--- src/rtl/mem_arb_pkg.sv ---
// mem_arb_pkg: shared state, owner and counter-width definitions for mem_arbiter.
package mem_arb_pkg;
   typedef enum logic [1:0] {IDLE, GRANT, RESP} state_t;
   typedef enum logic [1:0] {OWN_NONE, OWN_IF, OWN_DM} owner_t;
   localparam int DSTREAK_W = 4;
endpackage

--- src/rtl/mem_arbiter.sv ---
// mem_arbiter: shares one single-port memory between fetch and data stages,
// data first, with fetch guaranteed a grant after MAX_DSTREAK data wins.
module mem_arbiter
   import mem_arb_pkg::*;
#(
   parameter int ADDR_W      = 32,
   parameter int DATA_W      = 32,
   parameter int MAX_DSTREAK = 4
) (
   input  logic              clk_i,
   input  logic              rst_i,
   input  logic              if_req_i,
   input  logic [ADDR_W-1:0] if_addr_i,
   output logic              if_ack_o,
   output logic [DATA_W-1:0] if_rdata_o,
   input  logic              dm_req_i,
   input  logic              dm_we_i,
   input  logic [ADDR_W-1:0] dm_addr_i,
   input  logic [DATA_W-1:0] dm_wdata_i,
   output logic              dm_ack_o,
   output logic [DATA_W-1:0] dm_rdata_o,
   output logic              mem_req_o,
   output logic              mem_we_o,
   output logic [ADDR_W-1:0] mem_addr_o,
   output logic [DATA_W-1:0] mem_wdata_o,
   input  logic              mem_ack_i,
   input  logic [DATA_W-1:0] mem_rdata_i,
   output logic              stall_o
);
   localparam logic [DSTREAK_W-1:0] MAX_DS = DSTREAK_W'(MAX_DSTREAK);
   state_t                 state_q, state_d;
   owner_t                 owner_q, owner_d;
   logic [DSTREAK_W-1:0]   dstreak_q, dstreak_d;
   logic                   mem_req_q, mem_req_d, mem_we_q, mem_we_d;
   logic [ADDR_W-1:0]      mem_addr_q, mem_addr_d;
   logic [DATA_W-1:0]      mem_wdata_q, mem_wdata_d;
   logic                   if_ack_q, if_ack_d, dm_ack_q, dm_ack_d;
   logic [DATA_W-1:0]      if_rdata_q, if_rdata_d, dm_rdata_q, dm_rdata_d;
   logic                   dm_wins;
   assign dm_wins = dm_req_i & (~if_req_i | (dstreak_q != MAX_DS));
   always_comb begin
      state_d     = state_q;
      owner_d     = owner_q;
      dstreak_d   = dstreak_q;
      mem_req_d   = mem_req_q;
      mem_we_d    = mem_we_q;
      mem_addr_d  = mem_addr_q;
      mem_wdata_d = mem_wdata_q;
      if_ack_d    = 1'b0;
      dm_ack_d    = 1'b0;
      if_rdata_d  = if_rdata_q;
      dm_rdata_d  = dm_rdata_q;
      case (state_q)
         IDLE: begin
            if (dm_wins) begin
               owner_d     = OWN_DM;
               mem_req_d   = 1'b1;
               mem_we_d    = dm_we_i;
               mem_addr_d  = dm_addr_i;
               mem_wdata_d = dm_wdata_i;
               state_d     = GRANT;
               dstreak_d   = (if_req_i && dstreak_q != MAX_DS) ? dstreak_q + 4'd1 : dstreak_q;
            end else if (if_req_i) begin
               owner_d    = OWN_IF;
               mem_req_d  = 1'b1;
               mem_we_d   = 1'b0;
               mem_addr_d = if_addr_i;
               state_d    = GRANT;
               dstreak_d  = '0;
            end
         end
         GRANT: begin
            if (mem_ack_i) begin
               mem_req_d  = 1'b0;
               state_d    = RESP;
               if_ack_d   = (owner_q == OWN_IF);
               dm_ack_d   = (owner_q == OWN_DM);
               if_rdata_d = (owner_q == OWN_IF) ? mem_rdata_i : if_rdata_q;
               dm_rdata_d = (owner_q == OWN_DM) ? mem_rdata_i : dm_rdata_q;
            end
         end
         RESP: begin
            state_d = IDLE;
            owner_d = OWN_NONE;
         end
         default: state_d = IDLE;
      endcase
   end
   always_ff @(posedge clk_i or negedge rst_i) begin
      if (!rst_i) begin
         state_q     <= IDLE;
         owner_q     <= OWN_NONE;
         dstreak_q   <= '0;
         mem_req_q   <= 1'b0;
         mem_we_q    <= 1'b0;
         mem_addr_q  <= '0;
         mem_wdata_q <= '0;
         if_ack_q    <= 1'b0;
         dm_ack_q    <= 1'b0;
         if_rdata_q  <= '0;
         dm_rdata_q  <= '0;
      end else begin
         state_q     <= state_d;
         owner_q     <= owner_d;
         dstreak_q   <= dstreak_d;
         mem_req_q   <= mem_req_d;
         mem_we_q    <= mem_we_d;
         mem_addr_q  <= mem_addr_d;
         mem_wdata_q <= mem_wdata_d;
         if_ack_q    <= if_ack_d;
         dm_ack_q    <= dm_ack_d;
         if_rdata_q  <= if_rdata_d;
         dm_rdata_q  <= dm_rdata_d;
      end
   end
   assign mem_req_o   = mem_req_q;
   assign mem_we_o    = mem_we_q;
   assign mem_addr_o  = mem_addr_q;
   assign mem_wdata_o = mem_wdata_q;
   assign if_ack_o    = if_ack_q;
   assign dm_ack_o    = dm_ack_q;
   assign if_rdata_o  = if_rdata_q;
   assign dm_rdata_o  = dm_rdata_q;
   assign stall_o     = (if_req_i & ~if_ack_q) | (dm_req_i & ~dm_ack_q);
endmodule

--- config.mk ---
export PLATFORM = sky130hd
export DESIGN_NAME = mem_arbiter
export DESIGN_NICKNAME = d
export VERILOG_FILES = /design/src/rtl/mem_arb_pkg.sv /design/src/rtl/mem_arbiter.sv
export SDC_FILE = /design/constraint.sdc
export NUM_CORES = 1
export LEC_CHECK = 0
export ABC_AREA = 1
export BUFFER_PORTS_ARGS = -buffer_cell sky130_fd_sc_hd__buf_4
export CORE_MARGIN = 4
export CORE_UTILIZATION = 47
export DETAILED_ROUTE_END_ITERATION = 10
export PLACE_DENSITY = 0.83
export SLEW_MARGIN = 30
export SYNTH_ARGS = -nofsm -noshare
export SYNTH_HDL_FRONTEND = slang
export SYNTH_SLANG_ARGS = --single-unit
--- constraint.sdc ---
create_clock -name clk_i -period 1.95 [get_ports clk_i]
set_input_delay 0.0975 -clock clk_i [delete_from_list [all_inputs] [get_ports clk_i]]
set_output_delay 0.0975 -clock clk_i [all_outputs]
set_load 0.005 [all_outputs]
## Word level (Yosys, flattened, before mapping)

Cells that the tools add are included.
W data, S select, Z words.

| cells by class | value |
|---|---|
| add/subtract/negate cells | 1 |
| equal/unequal tests | 8 |
| mux-type cells | 21 |
| bitwise logic cells | 8 |
| reductions and logical operators | 13 |

Operator list:

| kind | count |
|---|---|
| $mux W32 | 2 |
| $mux W4 | 3 |
| $reduce_and A3 Y1 | 4 |
| $mux W1 | 9 |
| $mux W2 | 4 |
| $pmux W2 S2 | 2 |
| $reduce_and A2 Y1 | 4 |
| $reduce_bool A2 Y1 | 3 |
| $add A4 B1 Y4 const B | 1 |
| $eq A2 B1 Y1 const B | 2 |
| $eq A2 B2 Y1 const B | 2 |
| $ne A4 B3 Y1 const B | 1 |
| $and A1 B1 Y1 | 3 |
| $ne A3 B3 Y1 const B | 1 |
| $not A1 Y1 | 3 |
| $logic_not A2 Y1 | 1 |
| $ne A2 B1 Y1 const B | 1 |
| $ne A2 B2 Y1 const B | 1 |
| $or A1 B1 Y1 | 2 |
| $pmux W1 S2 | 1 |
| $logic_and A1 B1 Y1 | 1 |

| storage, ports and cells | value |
|---|---|
| flip-flop bits (word level) | 140 |
| bits of input ports | 134 |
| output and inout port bits | 133 |

## Logic depth before layout (Yosys ltp)

Gate-level depths: netlist of run 1.

| depth | value |
|---|---|
| depth after elaboration | 5 |
| gate-level depth with buffers | 10 |
| mapped depth without buffers | 9 |

## Worst setup path after synthesis of run 1

No wires, ideal clock.

| timing | value |
|---|---|
| kind | reg2reg |
| from | register dstreak_q[0] |
| to | register mem_wdata_q[0] (netlist: mem_wdata_o[0]) |
| setup time | 0.130 ns |
| arrival time | 1.235 ns |
| data required time | 1.820 ns |
| slack | 0.584 ns |
| stages on the path, launching flop included | 11 |
| period minus slack after synthesis | 1.366 ns |
| cells stage by stage | dfrtp_1 > inv_1 > ha_1 > nand2_1 > inv_2 > nand2_4 > nand3_2 > buf_6 > buf_6 > nand2_1 > o21ai_1 |

| on the way | value |
|---|---|
| cells in the longest elaborated chain, start to end | 4 |

Ends and longest elaborated chain:

| element | RTL line | text |
|---|---|---|
| start: declaration | mem_arbiter.sv:33 | `logic [DSTREAK_W-1:0] dstreak_q, dstreak_d;` |
| start signal: assignment | mem_arbiter.sv:105 | `dstreak_q <= dstreak_d;` |
| $ne A4 B3 Y1 | mem_arbiter.sv:40 | `assign dm_wins = dm_req_i & (~if_req_i \| (dstreak_q != MAX_DS));` |
| $or A1 B1 Y1 | mem_arbiter.sv:40 |  |
| $and A1 B1 Y1 | mem_arbiter.sv:40 |  |
| $reduce_and A2 Y1 (no line) | -- |  |
| end signal: assignment | mem_arbiter.sv:109 | `mem_wdata_q <= mem_wdata_d;` |
| end: declaration | mem_arbiter.sv:36 | `logic [DATA_W-1:0] mem_wdata_q, mem_wdata_d;` |

No other way between the ends.
A chain may end at the register's enable or synchronous reset.

## Worst setup path after layout of run 1

| timing | value |
|---|---|
| from | register dstreak_q[0] |
| to | register mem_addr_q[22] (netlist: mem_addr_o[22]) |

| on the way | value |
|---|---|
| cells in the longest elaborated chain, start to end | 5 |
| elaborated cells between the ends (all ways) | 6 |
| those cells by class | eq/ne (1); mux (1); bitwise (2); reduce/logical (2) |

Ends and longest elaborated chain:

| element | RTL line | text |
|---|---|---|
| $ne A4 B3 Y1 (*) | mem_arbiter.sv:40 |  |
| $or A1 B1 Y1 (*) | mem_arbiter.sv:40 |  |
| $and A1 B1 Y1 (*) | mem_arbiter.sv:40 |  |
| $reduce_bool A2 Y1 (no line) | -- |  |
| $reduce_and A2 Y1 (no line) | -- |  |
| end signal: assignment | mem_arbiter.sv:108 | `mem_addr_q <= mem_addr_d;` |
| end: declaration | mem_arbiter.sv:35 | `logic [ADDR_W-1:0] mem_addr_q, mem_addr_d;` |

Mark *: on every way between the ends. The rest lies on a longest branch, timed or not.

==> results by group, run 1 <==
Routing
  • Via density: around 5.6
  • Residual DRC count: 0
  • Iteration-0 DRC Markers: 868
  • DRT Pass-1 Iters: 8
  • Vias: 6863
  • Wirelength per Cell: 19.8 microns
  • WL final: 24300 microns
  • DRT antenna net count: 0

Layout
  • Area Growth Syn to Fin: 68.8%
  • Share of layout cells above drive strength 1: 0.312
  • Filler Cells Inserted: about 620
  • Sequential Area: 3500 sq um
  • Final #Nets: ~1200
  • Post-layout util: 0.822
  • Multi-input logic area: 1990 sq um

Global route
  • Overall routing resource usage: 0.335
  • Global route overflow: 0
  • First-pass GRT wire length: 37900 microns
  • Initial antenna violation count: 0
  • Largest net degree at the start of global routing: 50
  • Vias in the first global route: 7073

Critical path
  • Worst setup EP type: register
  • Setup CP Type: register to register
  • CP bufs+invs: 3
  • CP Max Fanout: 19
  • Startpoint types: register
  • Worst Path Arrival: 2130 ps
  • Critical-path top delay cell: dfrtp_1
  • Crit path cell chain: inv_1, ha_1, nand2_1, inv_2, nand2_4, nand2_1, buf_12, nand3_1, nand3_1
  • Critical Path RT: 2230 ps
  • Crit-path leading delay family: simple AND/OR/NAND/NOR gates
  • CP peak stage delay: 400 ps

Clock tree
  • Clock Tree Root: clkbuf_16
  • CTS max path bufs: 2
  • # resized after CTS: 0
  • CTS buffer count: 17
  • Clock slew at reported path FFs: 70 ps
  • CTS tree: built
  • Clock Latency Late Sink: 420 ps
  • Htree depth: 4
  • Clk sinks: 140

Placement
  • Dpl hpwl: roughly 13000 microns
  • Port Buf Inserts: 266
  • Worst slack, placed: 301 ps
  • Placer Congestion: 0.825

Synth
  • Unique cell type count in the Yosys netlist: 24
  • Register area share after synthesis: 0.592
  • Yosys reg bits: 140
  • Synth warn: 0
  • Synth Area per Inst: 8.96 sq um
  • Mapped Cells: 661
  • Net count after synthesis: 797
  • Mapped cell area: 5920 sq um

STA
  • Maximum clock rate: 541 MHz
  • Final hold violation count: 0
  • Final critical-path share of the clock period: 0.949
  • Final setup violation count: 0
  • RSZ-0062 raised after global routing: false
  • Worst Clk Skew: 10.6 ps
  • Slew headroom: 0.693
  • Final worst setup slack: about 100 ps
  • Post-layout minimum cycle time: roughly 1900 ps
  • Setup TNS: 0 ps
  • Worst-margin pin slew: 459 ps
  • Fin. max-slew vios: 0

Power and ir drop
  • Clock Power Share: 0.230
  • P_sw: 5330 uW
  • Switching Share: 0.371
  • Maximum VDD drop: between 0.8 and 0.9 mV
  • Pleak: 0.00516 uW
  • Power Internal: 9050 uW
  • Pwr dens: between 1000 and 1500 nW/um^2
  • Comb power frac: 0.413
  • Seq pwr share: 0.357

Floorplan
  • DIE WIDTH: 120 microns
  • Core area: between 10000 and 15000 sq um
  • Num rows: 40
  • IO Count: 267
  • DIE HEIGHT: 120 microns
  • Die ar.: 14500 sq um
  • Starting Density: 0.487

Outcome
  • Run status: finished clean

Min path
  • Worst hold path type: input pin to register

Flow run
  • Max_cap viols: 0
-- path summary, 6_finish.rpt --
kind	from	to	slack, ps	cells after the start
max reg2reg	dstreak_q[0]	mem_addr_o[22]	100	9
min	dm_addr_i[19]	mem_addr_o[19]	100	3
max in group asynchronous	rst_i	if_rdata_o[19]	1130	3
min in group asynchronous	rst_i	dm_rdata_o[10]	170	2
max	dstreak_q[0]	mem_addr_o[22]	100	9
min reg2reg	if_rdata_o[9]	if_rdata_o[9]	480	2
-- worst reg2reg max path, cell delays in order (launching register included) --
cell and delay (ps):
dfrtp_1 400, inv_1 80, ha_1 200, nand2_1 80, inv_2 50, nand2_4 120
nand2_1 310, buf_12 290, nand3_1 80, nand3_1 120
-- cells in the mapped netlist --
master    count  share of area
nand2_4       1         0.0019
buf_6         6          0.011
dfrtp_1     140           0.59
o21ai_1      71          0.060
nand2_2       1         0.0011
o31ai_1       1         0.0013
buf_2        19          0.016
nand3_2       1         0.0017
nand3_1      66          0.056
o21ai_2       1         0.0015
nand2_1     208           0.13
nor2_2        3         0.0032
nand4_1      33          0.035
o21ai_0      29          0.025
ha_1          2         0.0042
nor2_4        2         0.0038
clkbuf_1     18          0.011
inv_2         3         0.0019
inv_1        42          0.027
xor2_1        1         0.0015
nor2_8        1         0.0034
o22ai_1       1         0.0011
buf_4         4         0.0051
nor2_1        7         0.0044
-- cell type report --
cell class | count | share of cell area
timing repair buffer | 417 | 0.352
sequential | 140 | 0.350
multi-input combinational | 429 | 0.199
clock buffer | 17 | 0.0426
tap | 168 | 0.0210
clock inverter | 15 | 0.0174
inverter | 45 | 0.0169
antenna | 1 | 0.000250
-- power groups by stage --
| stage | Combinational, uW | Sequential, uW | Clock (uW) |
|---|---|---|---|
| 2_1_floorplan | 2300 | 5040 | 0 |
| 3_3_place_gp | 5240 | 4970 | 0 |
| 3_5_place_dp | 5400 | 4990 | 0 |
| 4_1_cts | 5640 | 4990 | 3300 |
| 5_1_grt | 6400 | 5250 | 3480 |
| 6_report | 5940 | 5140 | 3300 |
-- placed cells by master, fill, tap and decap left out --
cell type	n
clkinvlp_4	5
o21ai_2	1
nand3_1	66
buf_6	1
dfrtp_1	140
buf_4	281
bufinv_16	3
clkinv_4	2
diode_2	1
nor2_8	1
nand2_4	1
dlygate4sd3_1	130
o21ai_0	29
nand2_1	208
inv_2	3
o21ai_1	71
inv_6	1
nand4_1	33
clkbuf_16	17
nor2_1	7
xor2_1	1
o22ai_1	1
nor2_2	3
nand3_2	1
ha_1	2
clkinv_2	4
nand2_2	1
inv_1	42
nor2_4	2
buf_12	5
o31ai_1	1
-- per-stage QoR --
step	hold WS, ps	total power (uW)	cell area (sq um)	std cells
4_1_cts	36.6	13900	9990	1231
6_report	95.3	14400	10000	1232
3_3_place_gp	36.6	10200	8090	1069
5_1_grt	80.5	15100	9990	1231
3_5_place_dp	40.0	10400	8090	1069
2_1_floorplan	-198	7340	5920	661
-- logic make-up (layout without fill, tap and decap cells) --
kind of cell,Yosys count,count (layout),synth area share
simple gates,323,323,0.242
flops,140,140,0.592
other cells,0,1,0
buf+inv,92,494,0.0725
fa+ha+maj,2,2,0.00422
xor+xnor,1,1,0.00148
compound gates,103,103,0.0883
-- metal layers --
metal | up-vias | track usage | wire length (microns) | share of wire
li1 | 2944 | - | - | -
met1 | 3210 | 0.393 | 8450 | 0.35
met2 | 603 | 0.553 | 11700 | 0.48
met3 | 106 | 0.113 | 2980 | 0.12
met4 | 0 | 0.164 | 1160 | 0.048
met5 | - | 0 | 0 | 0
-- timing repair --
| item | 4_1_cts | 5_1_grt |
|---|---|---|
| hold endpoints to repair | 248 | 0 |
| buffers inserted | 0 | 0 |
| hold buffers | 130 | 0 |
-- state kept, by name (all words and copies together), names as in the netlist --
| register | cells |
|---|---|
| mem_addr_o | 32 |
| owner_q | 2 |
| if_rdata_o | 32 |
| dstreak_q | 4 |
| mem_we_o | 1 |
| dm_rdata_o | 32 |
| mem_req_o | 1 |
| mem_wdata_o | 32 |
| dm_ack_o | 1 |
| if_ack_o | 1 |
| state_q | 2 |
(Power assumes the default switching activity.)
==> run 2: changes to the inputs <==
Settings changed: BUFFER_PORTS_ARGS -buffer_cell sky130_fd_sc_hd__buf_4 to -buffer_cell sky130_fd_sc_hd__buf_2, CORE_UTILIZATION 47 to 45, PLACE_DENSITY 0.83 to 0.8.
==> run 2 against run 1 <==
Against the previous run: core utilization shrank 9.0 points; critical path type unchanged; sequential power fell by 2%; wire length decreased by 11%; non-clock buffer count unchanged; final cell count increased by 0.41%; register-to-register slack improved by 120 ps; clock power grew 4%; global-route usage shrank 4.5 points; sequential cell count is the same; worst setup slack improved by 120 ps.
==> results by group, run 2 (same netlist as run 1, synthesis figures left out) <==
Global route
  • Met3 Usage GRT: 0.0880 (was 0.113)
  • Most used routing layer: met2 (unchanged)
  • Overall routing resource usage: 0.290 (was 0.335)
  • Met2 Use GR: 0.470 (was 0.553)
  • Vias in the first global route: 6604 (was 7073)
  • Met1 Usage GRT: 0.335 (was 0.393)
  • Global route overflow: 0 (unchanged)
  • First-pass GRT wire length: 33900 microns (was 37900 microns)
  • Largest net degree at the start of global routing: 67 (was 50)
  • Initial antenna violation count: 0 (unchanged)

Critical path
  • Startpoint types: register (unchanged)
  • CP Max Fanout: 66 (was 19)
  • Crit-path leading delay family: flip-flops (was simple AND/OR/NAND/NOR gates)
  • CP bufs+invs: 3 (unchanged)
  • Critical-path top delay cell: dfrtp_1 (unchanged)
  • CP peak stage delay: 400 ps (about the same)
  • Worst setup EP type: register (unchanged)
  • Critical Path RT: 2230 ps (about the same)
  • Worst Path Arrival: 2010 ps (was 2130 ps)
  • Crit path cell chain: inv_1, ha_1, nand2_1, inv_2, nand2_4, nand3_2, buf_12, o21ai_0 (was inv_1, ha_1, nand2_1, inv_2, nand2_4, nand2_1, buf_12, nand3_1, nand3_1)
  • Setup CP Type: register to register (unchanged)

Layout
  • Most frequent cells in the layout: buf_2 (265), nand2_1 (208), dfrtp_1 (140) (was buf_4 (281), nand2_1 (208), dfrtp_1 (140))
  • Final #Nets: 1186 (unchanged)
  • Commonest non-fill, non-tap cell in the layout: buf_2 (was buf_4)
  • Area Growth Syn to Fin: 57.9% (was 68.8%)
  • Share of layout cells above drive strength 1: 0.311 (was 0.312)
  • Fin area: 9350 sq um (was 10000 sq um)

Clock tree
  • Clk sinks: 140 (unchanged)
  • Postcts setup bufs: 0 (unchanged)
  • # hold bufs at CTS: 131 (was 130)
  • Clock Tree Root: clkbuf_16 (unchanged)
  • CTS max path bufs: 2 (unchanged)
  • CTS buffer count: 17 (unchanged)
  • Htree depth: 4 (unchanged)
  • Clock Latency Late Sink: 410 ps (was 420 ps)
  • Clock slew at reported path FFs: 60 ps (was 70 ps)
  • CTS tree: built (unchanged)
  • # resized after CTS: 0 (unchanged)

Routing
  • Vias: 6593 (was 6863)
  • Residual DRC count: 0 (unchanged)
  • DRT Pass-1 Iters: 9 (was 8)
  • Iteration-0 DRC Markers: 753 (was 868)
  • WL final: 21700 microns (was 24300 microns)
  • Wirelength per Cell: 17.6 microns (was 19.8 microns)
  • Via density: 5.33 (was 5.57)
  • DRT antenna net count: 0 (unchanged)

Power and ir drop
  • Maximum VDD drop: 0.727 mV (was 0.882 mV)
  • Pwr dens: 1430 nW/um^2 (was 1440 nW/um^2)
  • Pleak: 0.00499 uW (was 0.00516 uW)
  • Total Power: 13400 uW (was 14400 uW)

STA
  • Slew headroom: 0.650 (was 0.693)
  • Final setup violation count: 0 (unchanged)
  • Final critical-path share of the clock period: 0.890 (was 0.949)
  • Fin. max-slew vios: 0 (unchanged)
  • RSZ-0062 raised after global routing: false (unchanged)
  • Worst-margin pin slew: 525 ps (was 459 ps)
  • Worst Clk Skew: 8.55 ps (was 10.6 ps)
  • Final hold violation count: 0 (unchanged)
  • Maximum clock rate: 576 MHz (was 541 MHz)
  • Setup TNS: 0 ps (unchanged)
  • Post-layout minimum cycle time: 1730 ps (was 1850 ps)

Placement
  • Port Buf Inserts: 266 (unchanged)
  • Placed Area: 7400 sq um (was 8090 sq um)
  • Dpl hpwl: 12400 microns (was 12900 microns)
  • Placer Congestion: 0.833 (was 0.825)

Floorplan
  • DIE HEIGHT: 123 microns (was 120 microns)
  • IO Count: 267 (unchanged)
  • Die ar.: 15100 sq um (was 14500 sq um)
  • Num rows: 41 (was 40)
  • Starting Density: 0.464 (was 0.487)
  • DIE WIDTH: 123 microns (was 120 microns)
  • Core area: 12800 sq um (was 12200 sq um)

Min path
  • Worst hold path type: input pin to register (unchanged)

Flow run
  • Max_cap viols: 0 (unchanged)

Outcome
  • Run status: finished clean (unchanged)
[run 2: worst min-delay path, delay by kind of cell]
| kind | cells | cell delay [ps] |
|---|---|---|
| buffers and inverters | 1 | 160 |
| and+or+nand+nor | 1 | 90 |
| AOI/OAI and AO/OA | 1 | 120 |
[run 2: layer usage]
| metal | part of all wire | vias up |
|---|---|---|
| met3 | 0.12 | 120 |
| met4 | 0.056 | 0 |
| met2 | 0.47 | 473 |
| met5 | 0 | - |
| li1 | - | 2948 |
| met1 | 0.36 | 3052 |
[run 2: final timing paths]
path                       slack (ps)  cells past startpoint               to     startpoint
max                               220                      8  mem_wdata_o[22]   dstreak_q[0]
min                               100                      3        mem_req_o       if_req_i
max reg2reg                       220                      8  mem_wdata_o[22]   dstreak_q[0]
min reg2reg                       480                      2    if_rdata_o[4]  if_rdata_o[4]
max in group asynchronous        1010                      3   mem_addr_o[21]          rst_i
min in group asynchronous         230                      2    dm_rdata_o[5]          rst_i
[run 2: per-stage QoR]
stage | hold WS [ps] | util | instances | worst slack (ps)
global placement | 87.3 | 0.579 | 1072 | 415
floorplan | -198 | - | 661 | 584
detailed placement | 88.2 | 0.579 | 1072 | 386
finish | 104 | 0.732 | 1237 | 215
global route | 119 | 0.732 | 1235 | 169
CTS | 88.2 | 0.732 | 1235 | 346
[run 2: layout make-up]
type                       count  area, sq um
inverter                      45          169
fill                         857         3420
sequential                   140         3500
tap                          172          215
clock inverter                14          193
antenna                        2         5.00
multi-input combinational    429         1990
timing repair buffer         417         2840
clock buffer                  18          439
[run 2: power breakdown]
group	internal (uW)	leakage (uW)	switching, uW
clock	2180	0.000302	1260
sequential	4240	0.00174	771
combinational	2050	0.00294	2880
==> run 3: changes to the inputs <==
==> constraint.sdc (replaced) <==
create_clock -name clk_i -period 1.95 [get_ports clk_i]
set_input_delay 0.2925 -clock clk_i [delete_from_list [all_inputs] [get_ports clk_i]]
set_output_delay 0.2925 -clock clk_i [all_outputs]
set_load 0.005 [all_outputs]
==> run 3 against run 2 <==
Against the previous run: final cell count shrank 11%; via count is 16% lower; first-iteration DRC count shrank 60%; final area decreased by 13%; combinational power fell by 7.3%; critical path type unchanged; critical endpoint is now mem_addr_o[20]; largest cell class unchanged.
==> results by group, run 3 (same netlist as run 1, synthesis figures left out) <==
STA
  • Setup TNS: 0 ps (unchanged)
  • Worst-margin pin slew: 479 ps (was 525 ps)
  • Worst Clk Skew: 7.88 ps (was 8.55 ps)
  • Maximum clock rate: 621 MHz (was 576 MHz)
  • Final hold violation count: 0 (unchanged)
  • Final critical-path share of the clock period: 0.826 (was 0.890)
  • Final setup violation count: 0 (unchanged)
  • Post-layout minimum cycle time: 1610 ps (was 1730 ps)
  • RSZ-0062 raised after global routing: false (unchanged)
  • Final worst setup slack: 340 ps (was 215 ps)
  • Slew headroom: 0.680 (was 0.650)
  • Fin. max-slew vios: 0 (unchanged)

Routing
  • Iteration-0 DRC Markers: 301 (was 753)
  • Vias: 5542 (was 6593)
  • Residual DRC count: 0 (unchanged)
  • WL final: 17300 microns (was 21700 microns)
  • DRT antenna net count: 0 (unchanged)
  • DRT Pass-1 Iters: 5 (was 9)
  • Via density: 5.01 (was 5.33)
  • Wirelength per Cell: 15.6 microns (was 17.6 microns)

Global route
  • Vias in the first global route: 5310 (was 6604)
  • First-pass GRT wire length: 26800 microns (was 33900 microns)
  • Initial antenna violation count: 0 (unchanged)
  • Global route overflow: 0 (unchanged)
  • Largest net degree at the start of global routing: 46 (was 67)
  • Overall routing resource usage: 0.228 (was 0.290)

Clock tree
  • CTS tree: built (unchanged)
  • Clock Tree Root: clkbuf_16 (unchanged)
  • # resized after CTS: 0 (unchanged)
  • Clock Latency Late Sink: 410 ps (about the same)
  • Postcts setup bufs: 0 (unchanged)
  • CTS buffer count: 17 (unchanged)
  • Htree depth: 4 (unchanged)
  • CTS max path bufs: 2 (unchanged)
  • Clock slew at reported path FFs: 60 ps (about the same)
  • Clk sinks: 140 (unchanged)

Critical path
  • Worst setup EP type: register (unchanged)
  • Startpoint types: register (unchanged)
  • CP Max Fanout: 32 (was 66)
  • Worst Path Arrival: 1890 ps (was 2010 ps)
  • Critical Path RT: 2230 ps (about the same)
  • Setup CP Type: register to register (unchanged)

Layout
  • Filler Cells Inserted: 1093 (was 857)
  • Commonest non-fill, non-tap cell in the layout: buf_2 (unchanged)
  • Most frequent cells in the layout: buf_2 (265), nand2_1 (208), dfrtp_1 (140) (unchanged)
  • Final #Nets: 1057 (was 1186)
  • # diodes: 0 (was 2)
  • Share of layout cells above drive strength 1: 0.354 (was 0.311)
  • Area Growth Syn to Fin: 36.6% (was 57.9%)

Power and ir drop
  • Maximum VDD drop: 0.753 mV (was 0.727 mV)
  • Power Internal: 8430 uW (was 8480 uW)
  • Total Power: 13000 uW (was 13400 uW)
  • P_sw: 4570 uW (was 4900 uW)
  • Pwr dens: 1610 nW/um^2 (was 1430 nW/um^2)
  • Pleak: 0.00448 uW (was 0.00499 uW)
  • Clock Power Share: 0.269 (was 0.257)
  • Seq pwr share: 0.380 (was 0.375)
  • Comb power frac: 0.352 (was 0.368)
  • Switching Share: 0.352 (was 0.367)

Placement
  • Dpl hpwl: 12400 microns (about the same)
  • Worst slack, placed: 345 ps (was 386 ps)
  • Placer Congestion: 0.803 (was 0.833)
  • Port Buf Inserts: 266 (unchanged)

Floorplan
  • DIE HEIGHT: 123 microns (unchanged)
  • Num rows: 41 (unchanged)
  • Starting Density: 0.464 (unchanged)
  • Die ar.: 15100 sq um (unchanged)
  • IO Count: 267 (unchanged)
  • Core area: 12800 sq um (unchanged)
  • DIE WIDTH: 123 microns (unchanged)

Outcome
  • Run status: finished clean (unchanged)

Min path
  • Worst hold path type: input pin to register (unchanged)

Flow run
  • Max_cap viols: 0 (unchanged)
run 3: changes by cell type in the layout (fill, tap and decap cells not counted), sizes merged:
cell / delta
dlygate4sd3: -130
clkinvlp: -2
diode: -2
buf: +1
bufinv: +1
inv: +1
run 3: critical path, cell delays in order (launching register included):
cell	delay [ps]
dfrtp_1	410
nor2_2	220
buf_4	270
o21ai_2	130
buf_4	260
nand2_1	90
nand3_1	90
run 3: layer usage:
metal  track usage  vias up  part of all wire  routed length (microns)
met2         0.387      257              0.49                     8530
met3        0.0677       13              0.10                     1750
met4        0.0721        0             0.013                      216
met1         0.280     2578              0.39                     6780
met5             0        -                 0                        0
li1              -     2694                 -                        -
run 3: per-stage QoR:
stage	instance area, sq um	utilization	cells	hold WS [ps]
2_1_floorplan	5920	-	661	-3.09
3_3_place_gp	7430	0.582	1073	251
3_5_place_dp	7430	0.582	1073	253
4_1_cts	8090	0.633	1106	79.5
5_1_grt	8090	0.633	1106	92.1
6_report	8090	0.633	1106	99.1
run 3: path summary, 6_finish.rpt:
path / slack [ps] / cells after the start / start / to
max in group asynchronous: 990 / 3 / rst_i / if_rdata_o[18]
max: 340 / 6 / state_q[1] / mem_addr_o[20]
min reg2reg: 470 / 2 / mem_req_o / mem_req_o
max reg2reg: 340 / 6 / state_q[1] / mem_addr_o[20]
min in group asynchronous: 380 / 2 / rst_i / if_rdata_o[8]
min: 100 / 3 / mem_rdata_i[1] / if_rdata_o[1]
run 3: power groups by stage:
stage / Combinational, uW / Sequential, uW / Clock [uW]
2_1_floorplan: 2300 / 5040 / 0
3_3_place_gp: 4500 / 4940 / 0
3_5_place_dp: 4640 / 4940 / 0
4_1_cts: 4660 / 4930 / 3560
5_1_grt: 5150 / 5090 / 3690
6_report: 4570 / 4940 / 3490
run 3: repair_timing:
item	in CTS	in global routing
hold buffers	1	0
setup endpoints to repair	0	0
endpoints found under the hold margin	41	0
run 3: layout make-up:
cell class / instances / area (sq um) / share of cell area
clock inverter: 14 / 216 / 0.0268
multi-input combinational: 429 / 1990 / 0.246
clock buffer: 18 / 429 / 0.0530
sequential: 140 / 3500 / 0.433
tap: 172 / 215 / 0.0266
timing repair buffer: 288 / 1570 / 0.194
inverter: 45 / 169 / 0.0209
